`config.mk`:
```
export PLATFORM = sky130hd
export DESIGN_NAME = seg_display_driver
export DESIGN_NICKNAME = d
export VERILOG_FILES = /design/src/rtl/seg_display_driver.sv
export SDC_FILE = /design/constraint.sdc
export NUM_CORES = 1
export LEC_CHECK = 0
export BUFFER_PORTS_ARGS = -buffer_cell sky130_fd_sc_hd__buf_2
export CAP_MARGIN = 10
export CORE_MARGIN = 1.5
export CORE_UTILIZATION = 56
export DETAILED_ROUTE_END_ITERATION = 12
export PLACE_DENSITY_LB_ADDON = 0.05
export SLEW_MARGIN = 10
export SYNTH_ARGS = -nofsm -noshare
export SYNTH_HDL_FRONTEND = slang
export SYNTH_SLANG_ARGS = --single-unit
```
`constraint.sdc`:
```
create_clock -name clk_40MHz -period 4.8 [get_ports clk_40MHz]
set_input_delay 0.24 -clock clk_40MHz [delete_from_list [all_inputs] [get_ports clk_40MHz]]
set_output_delay 0.24 -clock clk_40MHz [all_outputs]
set_load 0.01 [all_outputs]
```
`src/rtl/seg_display_driver.sv`:
```
// ---------------------------------------------------------------------------
// seg_display_driver
//
// Display stage of the workout timer. Takes the workout phase, exercise number
// and countdown seconds from the workout controller. It converts them to BCD
// with a sequential double-dabble engine and drives a 5-digit multiplexed
// 7-segment bank. The display has leading-zero blanking, a rest indicator
// (decimal point on d3) and a blink on the last seconds.
//
// Ports:
//   clk_40MHz          in   system clock
//   rst_n              in   asynchronous, active-low reset
//   workout_state[1:0] in   00 IDLE, 01 WORK, 10 REST, 11 shown as IDLE
//   exercise_num[8:0]  in   current exercise (binary, shown saturated to 99)
//   countdown_seconds  in   remaining seconds, binary 0..255
//   SEG_DATA[7:0]      out  [7]=dp, [6:0]=g..a, polarity set by SEG_ACTIVE_HIGH
//   SEG_SEL[4:0]       out  one-hot digit select, bit4 = leftmost digit,
//                           polarity set by SEL_ACTIVE_HIGH
//   conv_busy          out  high while a BCD conversion is in flight
// ---------------------------------------------------------------------------
module seg_display_driver #(
  parameter logic SIM_SPEEDUP     = 1'b0,
  parameter logic SEG_ACTIVE_HIGH = 1'b1,
  parameter logic SEL_ACTIVE_HIGH = 1'b1,
  parameter int   SCAN_DIV        = 40000,
  parameter int   SCAN_DIV_SIM    = 4,
  parameter int   BLINK_DIV       = 10000000,
  parameter int   BLINK_DIV_SIM   = 16
) (
  input  logic       clk_40MHz,
  input  logic       rst_n,
  input  logic [1:0] workout_state,
  input  logic [8:0] exercise_num,
  input  logic [7:0] countdown_seconds,
  output logic [7:0] SEG_DATA,
  output logic [4:0] SEG_SEL,
  output logic       conv_busy
);

  localparam int SCAN_N  = SIM_SPEEDUP ? SCAN_DIV_SIM  : SCAN_DIV;
  localparam int BLINK_N = SIM_SPEEDUP ? BLINK_DIV_SIM : BLINK_DIV;
  localparam int SCAN_W  = (SCAN_N  > 1) ? $clog2(SCAN_N)  : 1;
  localparam int BLINK_W = (BLINK_N > 1) ? $clog2(BLINK_N) : 1;

  localparam logic [SCAN_W-1:0]  SCAN_LAST  = SCAN_W'(SCAN_N - 1);
  localparam logic [BLINK_W-1:0] BLINK_LAST = BLINK_W'(BLINK_N - 1);

  // The output XOR masks are the only place where pin polarity exists.
  localparam logic [7:0] SEG_XOR = SEG_ACTIVE_HIGH ? 8'h00 : 8'hFF;
  localparam logic [4:0] SEL_XOR = SEL_ACTIVE_HIGH ? 5'h00 : 5'h1F;

  localparam logic [7:0] GLYPH_DASH  = 8'h40;
  localparam logic [7:0] GLYPH_BLANK = 8'h00;
  localparam logic [7:0] DP_BIT      = 8'h80;

  typedef enum logic [1:0] {
    PH_IDLE = 2'b00,
    PH_WORK = 2'b01,
    PH_REST = 2'b10
  } phase_t;

  typedef enum logic [1:0] {
    CONV_IDLE  = 2'b00,
    CONV_SHIFT = 2'b01,
    CONV_LOAD  = 2'b10
  } conv_state_t;

  // Adds 3 to a BCD nibble that is 5 or more. This is the adjust step of double-dabble.
  function automatic logic [3:0] dd_adj(input logic [3:0] n);
    return (n >= 4'd5) ? n + 4'd3 : n;
  endfunction

  // Glyph for one decimal digit, active-high, dp off.
  function automatic logic [7:0] seg_of(input logic [3:0] d);
    logic [7:0] g;
    case (d)
      4'd0:    g = 8'h3F;
      4'd1:    g = 8'h06;
      4'd2:    g = 8'h5B;
      4'd3:    g = 8'h4F;
      4'd4:    g = 8'h66;
      4'd5:    g = 8'h6D;
      4'd6:    g = 8'h7D;
      4'd7:    g = 8'h07;
      4'd8:    g = 8'h7F;
      4'd9:    g = 8'h6F;
      default: g = 8'h00;
    endcase
    return g;
  endfunction

  conv_state_t conv_state, conv_next;

  logic [18:0] snap;
  logic [18:0] src;
  logic        src_changed;
  logic [6:0]  ex_sat;
  phase_t      src_phase;

  // Working registers: {bcd digits, remaining binary bits}
  logic [19:0] sec_work;
  logic [15:0] ex_work;
  logic [19:0] sec_adj;
  logic [15:0] ex_adj;
  logic [2:0]  iter;
  phase_t      cap_phase;

  phase_t      disp_phase;
  logic [3:0]  disp_sec_h, disp_sec_t, disp_sec_o;
  logic [3:0]  disp_ex_t, disp_ex_o;

  logic [BLINK_W-1:0] blink_cnt;
  logic               blink_phase;

  logic [SCAN_W-1:0] scan_cnt;
  logic [2:0]        scan_idx;
  logic              scan_guard;

  logic              secs_blank;
  logic [7:0]        digit_glyph;
  logic [7:0]        data_int;
  logic [4:0]        sel_int;

  assign src       = {workout_state, exercise_num, countdown_seconds};
  assign src_changed = (src != snap);
  assign ex_sat    = (exercise_num > 9'd99) ? 7'd99 : exercise_num[6:0];
  assign conv_busy = (conv_state != CONV_IDLE);

  // Pattern 11 collapses to IDLE here, so the display only knows three phases.
  always_comb begin
    src_phase = PH_IDLE;
    case (workout_state)
      2'b01:   src_phase = PH_WORK;
      2'b10:   src_phase = PH_REST;
      default: src_phase = PH_IDLE;
    endcase
  end

  // The adjust step runs on the current BCD nibbles. The shift happens in the register update.
  assign sec_adj = {dd_adj(sec_work[19:16]), dd_adj(sec_work[15:12]),
                    dd_adj(sec_work[11:8]), sec_work[7:0]};
  assign ex_adj  = {dd_adj(ex_work[15:12]), dd_adj(ex_work[11:8]), ex_work[7:0]};

  always_ff @(posedge clk_40MHz or negedge rst_n) begin
    if (!rst_n) begin
      conv_state <= CONV_IDLE;
    end else begin
      conv_state <= conv_next;
    end
  end

  // Capture takes one cycle, there are eight shift cycles, and the load takes one cycle.
  always_comb begin
    conv_next = conv_state;
    case (conv_state)
      CONV_IDLE:  if (src_changed) conv_next = CONV_SHIFT;
      CONV_SHIFT: if (iter == 3'd7) conv_next = CONV_LOAD;
      CONV_LOAD:  conv_next = CONV_IDLE;
      default:    conv_next = CONV_IDLE;
    endcase
  end

  // Conversion datapath. The display registers change only in CONV_LOAD.
  // A reset in the middle of a conversion therefore never shows a partial result.
  always_ff @(posedge clk_40MHz or negedge rst_n) begin
    if (!rst_n) begin
      snap       <= '0;
      sec_work   <= '0;
      ex_work    <= '0;
      iter       <= '0;
      cap_phase  <= PH_IDLE;
      disp_phase <= PH_IDLE;
      disp_sec_h <= '0;
      disp_sec_t <= '0;
      disp_sec_o <= '0;
      disp_ex_t  <= '0;
      disp_ex_o  <= '0;
    end else begin
      case (conv_state)
        CONV_IDLE: begin
          if (src_changed) begin
            snap      <= src;
            sec_work  <= {12'd0, countdown_seconds};
            ex_work   <= {8'd0, 1'b0, ex_sat};
            iter      <= '0;
            cap_phase <= src_phase;
          end
        end
        CONV_SHIFT: begin
          sec_work <= {sec_adj[18:0], 1'b0};
          ex_work  <= {ex_adj[14:0], 1'b0};
          iter     <= iter + 3'd1;
        end
        CONV_LOAD: begin
          disp_phase <= cap_phase;
          disp_sec_h <= sec_work[19:16];
          disp_sec_t <= sec_work[15:12];
          disp_sec_o <= sec_work[11:8];
          disp_ex_t  <= ex_work[15:12];
          disp_ex_o  <= ex_work[11:8];
        end
        default: ;
      endcase
    end
  end

  // Free-running blink timebase. It does not depend on what is displayed.
  always_ff @(posedge clk_40MHz or negedge rst_n) begin
    if (!rst_n) begin
      blink_cnt   <= '0;
      blink_phase <= 1'b0;
    end else if (blink_cnt == BLINK_LAST) begin
      blink_cnt   <= '0;
      blink_phase <= ~blink_phase;
    end else begin
      blink_cnt <= blink_cnt + BLINK_W'(1);
    end
  end

  // Scan sequencer. Each digit is selected for SCAN_N clocks.
  // One extra all-off guard clock follows, and the index advances after it.
  always_ff @(posedge clk_40MHz or negedge rst_n) begin
    if (!rst_n) begin
      scan_cnt   <= '0;
      scan_idx   <= '0;
      scan_guard <= 1'b0;
    end else if (scan_guard) begin
      scan_guard <= 1'b0;
      scan_idx   <= (scan_idx == 3'd4) ? 3'd0 : scan_idx + 3'd1;
    end else if (scan_cnt == SCAN_LAST) begin
      scan_cnt   <= '0;
      scan_guard <= 1'b1;
    end else begin
      scan_cnt <= scan_cnt + SCAN_W'(1);
    end
  end

  // Glyph for the digit selected by scan_idx. The blink only blanks the seconds
  // digits, and only while 1..3 seconds are shown. Zero seconds stays steady.
  always_comb begin
    digit_glyph = GLYPH_BLANK;
    secs_blank  = 1'b0;
    if (disp_phase == PH_WORK || disp_phase == PH_REST) begin
      secs_blank = blink_phase && (disp_sec_h == 4'd0) && (disp_sec_t == 4'd0) &&
                   (disp_sec_o != 4'd0) && (disp_sec_o <= 4'd3);
      case (scan_idx)
        3'd4: digit_glyph = (disp_ex_t == 4'd0) ? GLYPH_BLANK : seg_of(disp_ex_t);
        3'd3: digit_glyph = seg_of(disp_ex_o) | ((disp_phase == PH_REST) ? DP_BIT : 8'h00);
        3'd2: digit_glyph = (secs_blank || disp_sec_h == 4'd0) ? GLYPH_BLANK
                                                                : seg_of(disp_sec_h);
        3'd1: digit_glyph = (secs_blank || (disp_sec_h == 4'd0 && disp_sec_t == 4'd0))
                            ? GLYPH_BLANK : seg_of(disp_sec_t);
        3'd0: digit_glyph = secs_blank ? GLYPH_BLANK : seg_of(disp_sec_o);
        default: digit_glyph = GLYPH_BLANK;
      endcase
    end else begin
      digit_glyph = GLYPH_DASH;
    end
  end

  assign data_int = scan_guard ? GLYPH_BLANK : digit_glyph;
  assign sel_int  = scan_guard ? 5'b00000 : (5'b00001 << scan_idx);

  // Output registers. SEG_DATA and SEG_SEL update on the same edge,
  // so a digit never briefly shows its neighbour's segments.
  always_ff @(posedge clk_40MHz or negedge rst_n) begin
    if (!rst_n) begin
      SEG_DATA <= SEG_XOR;
      SEG_SEL  <= SEL_XOR;
    end else begin
      SEG_DATA <= data_int ^ SEG_XOR;
      SEG_SEL  <= sel_int ^ SEL_XOR;
    end
  end

endmodule

```
== After elaboration in Yosys (flattened, before gate mapping) ==
Memories as Yosys holds them, arrays and structs flattened.
Index checks and enable logic that the tools add are counted.
Cells by class
  eq/ne operators: 16
  order comparisons: 7
  bitwise operators: 2
  reductions and logical operators: 19
  multiply operators: 0
  shifts and indexed selects: 1
  $add $sub $neg: 9
  divide/modulo/power cells: 0
  multiplexer cells: 32
Operator list (number)
  8-bit two-way mux: 9
  20-bit one-hot mux with 2 select lines: 1
  8-bit one-hot mux with 5 select lines: 1
  16-bit two-way mux: 2
  16-bit one-hot mux with 2 select lines: 1
  24-bit by 1-bit adder with 24-bit output, second input constant: 1
  24-bit equality test, second input constant: 1
  24-bit two-way mux: 1
  4-bit by 3-bit >= comparator with 1-bit output, second input constant: 5
  20-bit two-way mux: 1
  19-bit inequality test: 1
  16-bit by 1-bit adder with 16-bit output, second input constant: 1
  16-bit equality test, second input constant: 1
  4-bit by 2-bit adder with 4-bit output, second input constant: 3
  4-bit logical NOT: 3
  3-bit two-way mux: 4
  4-bit two-way mux: 3
  9-bit by 7-bit > comparator with 1-bit output, second input constant: 1
  8-bit OR: 1
  2-bit one-hot mux with 2 select lines: 2
  7-bit two-way mux: 1
  3-bit by 1-bit adder with 3-bit output, second input constant: 2
  3-bit by 2-bit adder with 3-bit output, second input constant: 2
  2-bit by 1-bit equality test with 1-bit output, second input constant: 3
  other kinds (19): 35
Word-level totals
  latch bits: 0
  memories: 5
  output and inout bits: 14
  ROM bits: 560
  flip-flop bits (word level): 142
  bits of input ports: 21
  logic and storage cells: 110
  bits in writable memories: 0
Memory list
  (name not given): words 16, bits a word 7, read ports 1, clocked after Yosys merged registers in 0, write ports 0, RTL line 76  | case (d)
  (name not given): words 16, bits a word 7, read ports 1, clocked after Yosys merged registers in 0, write ports 0, RTL line 76
  (name not given): words 16, bits a word 7, read ports 1, clocked after Yosys merged registers in 0, write ports 0, RTL line 76
  (name not given): words 16, bits a word 7, read ports 1, clocked after Yosys merged registers in 0, write ports 0, RTL line 76
  (name not given): words 16, bits a word 7, read ports 1, clocked after Yosys merged registers in 0, write ports 0, RTL line 76

== Logic depth before layout (Yosys ltp) ==
  depth after elaboration: 10
  depth in mapped cells: 8
  depth with buffers taken out: 7

== Worst setup path before layout ==
Ideal clock, no wire load.
  kind: register -> register
  start: register disp_sec_h[1]
  end: register SEG_DATA[6]
  arrival: 1.821 ns
  setup time: 0.135 ns
  clock period less this slack: 1.957 ns
  setup slack: 2.843 ns
  required time: 4.665 ns
  buffers on the path: 0
  cell stages (with the launch flop): 8
  cell sequence: dfrtp_1 > inv_1 > ha_1 > or4b_4 > o211a_1 > a21boi_0 > o41ai_1 > nand3_1
Between the ends
  longest elaborated chain between the ends: 10
  elaborated cells on any way between the ends: 15
  classes of those cells: mux: 6; reduce/logical: 8; memory: 1
RTL lines
  from (decl): RTL line 109  | logic [3:0] disp_sec_h, disp_sec_t, disp_sec_o;
  from (signal assigned): RTL line 196  | disp_sec_h <= sec_work[19:16];
  parallel branches: the longest is 7 deep, another holds memory read 16 x 7 bit
  8-bit one-hot mux with 5 select lines *: RTL line 246  | case (scan_idx)
  8-bit two-way mux *: RTL line 243  | if (disp_phase == PH_WORK || disp_phase == PH_REST) begin
  8-bit two-way mux *: RTL line 261  | assign data_int = scan_guard ? GLYPH_BLANK : digit_glyph;
  net data_int[6]: RTL line 121  | logic [7:0] data_int;
  to (signal assigned): RTL line 271  | SEG_DATA <= data_int ^ SEG_XOR;
  to (decl): RTL line 35  | output logic [7:0] SEG_DATA,
Mark *: on every way through the listed nets, which the timed path passes.
A chain may end at the register's enable or synchronous reset.

== Worst setup path after layout ==
  start: register conv_state[0]
  end: register snap[0]
Between the ends
  longest elaborated chain between the ends: 2
RTL lines
  from (decl): RTL line 92  | conv_state_t conv_state, conv_next;
  from (signal assigned): RTL line 148  | conv_state <= conv_next;
  2-bit logical NOT: RTL line 179  | case (conv_state)
  2-bit AND reduction (no line)
  to (signal assigned): RTL line 182  | snap <= src;
  to (decl): RTL line 94  | logic [18:0] snap;
Every way passes these cells.

==> metrics.txt <==
# TYPE chip_impl_metric gauge
chip_impl_info{name="outcome",value="completed"} 1
chip_impl_metric{name="power.static_leakage",unit="nW"} 3.917
chip_impl_metric{name="power.share.switching",unit=""} 0.3596
chip_impl_metric{name="synth.top_cell.area_share",unit=""} 0.4613
chip_impl_metric{name="synth-edff-count",unit=""} 0
chip_impl_metric{name="route.vias.total",unit=""} 5616
chip_impl_info{name="cts_root_buffer",value="clkbuf_16"} 1
chip_impl_metric{name="required_time_of_the_critical_path",unit="ps"} 5110
chip_impl_metric{name="postSynthNetCount",unit=""} 831
chip_impl_metric{name="layout-drive-gt1-share",unit=""} 0.1369
chip_impl_metric{name="grt_antenna_before_repair",unit=""} 0
chip_impl_metric{name="detailedRoute.firstPassIterationCount",unit=""} 5
chip_impl_metric{name="setup_viol_count_final",unit=""} 0
chip_impl_metric{name="gp_congestion",unit=""} 0.8960
chip_impl_info{name="ys_dominant_reg_cell",value="dfrtp_1"} 1
chip_impl_metric{name="clock-sinks",unit=""} 142
chip_impl_metric{name="worst_ir_drop_on_vdd",unit="mV"} 0.3395
chip_impl_metric{name="finalHoldViolations",unit=""} 0
chip_impl_metric{name="clock_insertion_delay_worst_skew",unit="ps"} 420
chip_impl_metric{name="wl_per_cell",unit="um"} 15.57
chip_impl_metric{name="worst_setup_hold_path_clk_slew",unit="ps"} 60
chip_impl_metric{name="n_antenna_cell",unit=""} 0
chip_impl_metric{name="number_of_drc_violations_after_detailed_routing_iteration_0",unit=""} 390
chip_impl_metric{name="finalClockSkew",unit="ps"} 7.931
chip_impl_metric{name="synth_cell_type_count",unit=""} 67
chip_impl_info{name="timing.critical_path.to_type",value="register"} 1
chip_impl_metric{name="internal_power",unit="W"} 0.003103
chip_impl_metric{name="relSlewSlack",unit=""} 0.3646
chip_impl_info{name="top_cells_by_area_in_the_synthesized_netlist",value="dfrtp_1, ha_1, nand2_1"} 1
chip_impl_metric{name="pwr-share-clk",unit=""} 0.272
chip_impl_metric{name="cts-buffers-inserted",unit=""} 17
chip_impl_metric{name="synth_warnings",unit=""} 0
chip_impl_metric{name="pin_count",unit=""} 35
chip_impl_metric{name="combinationalPowerShare",unit=""} 0.338
chip_impl_metric{name="maxcap_viol_count",unit=""} 0
chip_impl_info{name="synth.top_cells.by_count",value="dfrtp_1, nand2_1, o21ai_0"} 1
chip_impl_metric{name="critical_path_arrival",unit="ps"} 3110
chip_impl_metric{name="die_h",unit="um"} 120.3
chip_impl_metric{name="grt.overflow.total",unit=""} 0
chip_impl_metric{name="htree_levels",unit=""} 4
chip_impl_metric{name="width_of_the_die",unit="um"} 120.3
chip_impl_metric{name="power.share.sequential",unit=""} 0.390
chip_impl_metric{name="finish.cell_count_without_fillers",unit=""} 987
chip_impl_metric{name="grt_start_max_net_pins",unit=""} 86
chip_impl_metric{name="worst_path_largest_cell_delay",unit="ps"} 620
chip_impl_metric{name="grt_pass1_vias",unit=""} 5573
chip_impl_metric{name="avgSynthCellArea",unit="um^2"} 10.03
chip_impl_metric{name="dieArea",unit="um^2"} 14470
chip_impl_metric{name="min_period_over_period",unit=""} 0.5839
chip_impl_info{name="rsz0062_at_grt",value="no"} 1
chip_impl_metric{name="rows",unit=""} 42
chip_impl_metric{name="synth-seq-cells",unit=""} 142
chip_impl_metric{name="syn_to_final_growth",unit="%"} 11.65
chip_impl_metric{name="synthCells",unit=""} 768
chip_impl_metric{name="wire_length_of_the_first_global_routing_pass",unit="um"} 26420
chip_impl_info{name="hold_path.class",value="in -> reg"} 1
chip_impl_metric{name="synth.yosys.seq_area_share",unit=""} 0.4613
chip_impl_metric{name="fp.coreArea",unit="um^2"} 13350
chip_impl_metric{name="period_minus_slack",unit="ps"} 2803
chip_impl_metric{name="power_switching",unit="W"} 0.001743
chip_impl_metric{name="critical_path_buf_inv_count",unit=""} 2
chip_impl_metric{name="avgViaCountPerCell",unit=""} 5.690
chip_impl_metric{name="tot_pwr",unit="W"} 0.004846
chip_impl_metric{name="worstPathMaxFanout",unit=""} 25
chip_impl_metric{name="worst-slew-pin-transition",unit="ps"} 950.8
chip_impl_metric{name="detailed_placement_wirelength_estimate",unit="um"} 10660
chip_impl_metric{name="routed_wirelength",unit="um"} 15370
chip_impl_info{name="cpLargestDelayFamily",value="buffers and inverters"} 1
chip_impl_info{name="cts_tree",value="yes"} 1
chip_impl_metric{name="powerDensity",unit="nW/um^2"} 563.5
chip_impl_metric{name="grt_use_total",unit=""} 0.2284
chip_impl_info{name="synth_top_area_cell",value="dfrtp_1"} 1
chip_impl_metric{name="maxClockFrequency",unit="MHz"} 356.8
chip_impl_info{name="critPathLaunchType",value="register"} 1
chip_impl_info{name="cpMaxStageDelayCell",value="a21oi_4"} 1
chip_impl_info{name="yosysMostFrequentCell",value="dfrtp_1"} 1
chip_impl_metric{name="report.final.slew_viol_count",unit=""} 0
chip_impl_metric{name="port_buffers",unit=""} 34
chip_impl_metric{name="final_setup_tns",unit="ps"} 0
chip_impl_metric{name="start_util",unit=""} 0.5771
chip_impl_metric{name="place_inst",unit=""} 954
chip_impl_metric{name="route.antenna.remaining_nets",unit=""} 0
chip_impl_info{name="worstSetupPathType",value="reg -> reg"} 1
chip_impl_metric{name="num-nets-final",unit=""} 861
chip_impl_metric{name="mappedNetlistArea",unit="um^2"} 7704
chip_impl_metric{name="drc",unit=""} 0
chip_impl_metric{name="final_core_utilization",unit=""} 0.6444
chip_impl_metric{name="cts.path.max_buffers",unit=""} 2
chip_impl_info{name="worstPathCellList",value="nor2_2 -> clkinv_1 -> a21oi_4 -> buf_4 -> mux2_2"} 1
chip_impl_metric{name="proportion_of_synthesized_flip_flops_having_asynchronous_set_or_reset",unit=""} 1.000
-- placed cells by master, fill, tap and decap left out, types with 14 or more instances in the layout --
| cell type | n |
|---|---|
| a21oi_1 | 40 |
| buf_2 | 33 |
| clkbuf_16 | 17 |
| dfrtp_1 | 142 |
| ha_1 | 42 |
| inv_1 | 40 |
| mux2_2 | 22 |
| nand2_1 | 84 |
| nand2b_1 | 20 |
| nand3_1 | 27 |
| nor2_1 | 44 |
| nor2b_1 | 14 |
| o21ai_0 | 50 |
| xnor2_1 | 29 |
| xor2_1 | 28 |
-- per-stage QoR --
stage               hold slack (ps)  instance area, um^2  setup WS [ps]
finish                        76.34                 8601           1997
global route                  77.40                 8601           1778
CTS                           57.34                 8601           1971
detailed placement            359.4                 7995           1988
global placement              346.1                 7995           2043
floorplan                    -55.59                 7704           2843
-- power groups by stage --
stage	clock network [W]	registers (W)	logic (W)
global route	0.00140	0.00195	0.00186
global placement	0	0.00189	0.00158
finish	0.00132	0.00189	0.00164
floorplan	0	0.00178	0.00135
detailed placement	0	0.00191	0.00163
CTS	0.00135	0.00189	0.00165
-- logic make-up after synthesis --
family / Yosys count / share of synthesized area
simple gates: 262 / 0.1730
mux: 44 / 0.06724
flops: 142 / 0.4613
buf+inv: 69 / 0.03784
xor+xnor: 57 / 0.06480
compound gates: 152 / 0.1277
fa+ha+maj: 42 / 0.06821
-- final cells by class --
class                      count  area (um^2)
clock buffer                  18        439.2
clock inverter                14        156.4
fill                        1109         4747
inverter                      41        153.9
multi-input combinational    557         3861
sequential                   142         3553
tap                          176        220.2
timing repair buffer          39        216.5
-- flip-flops by register name (all words and copies together), names as in the netlist, 5 cells and up --
signal	cells
sec_work	20
scan_cnt	16
SEG_SEL	5
SEG_DATA	8
ex_work	16
blink_cnt	24
snap	19
-- path summary, 6_finish.rpt --
| kind | from | to | slack (ps) | cells past startpoint |
|---|---|---|---|---|
| max in group asynchronous | rst_n | disp_ex_o[3] | 3100 | 3 |
| worst min-delay path | countdown_seconds[5] | sec_work[5] | 80 | 2 |
| worst max register to register | conv_state[0] | snap[0] | 2000 | 5 |
| min in group asynchronous | rst_n | scan_cnt[1] | 450 | 2 |
| worst max-delay path | conv_state[0] | snap[0] | 2000 | 5 |
| worst min register to register | blink_phase | blink_phase | 490 | 1 |
-- per-layer routing --
layer  up-vias  global-route usage  part of all wire
met5         -                   0                 0
met4         0             0.08824             0.025
met3        27             0.05142             0.036
met2       124              0.3664              0.46
met1      2696              0.3040              0.48
li1       2769                   -                 -
-- what timing repair did --
item	4_1_cts	5_1_grt
hold buffers	1	0
endpoints found under the hold margin	84	0
resized for setup	0	0
buffers inserted	0	0
-- worst register-to-register path: cells and delay by family, from the launching register on --
family                 cells  cell delay [ps]
buffers and inverters      2              750
multiplexers               1              380
AO/OA/AOI/OAI              1              620
AND/OR/NAND/NOR            1              390
flip-flops                 1              550
Note: power is estimated with default switching activity, not from simulation.
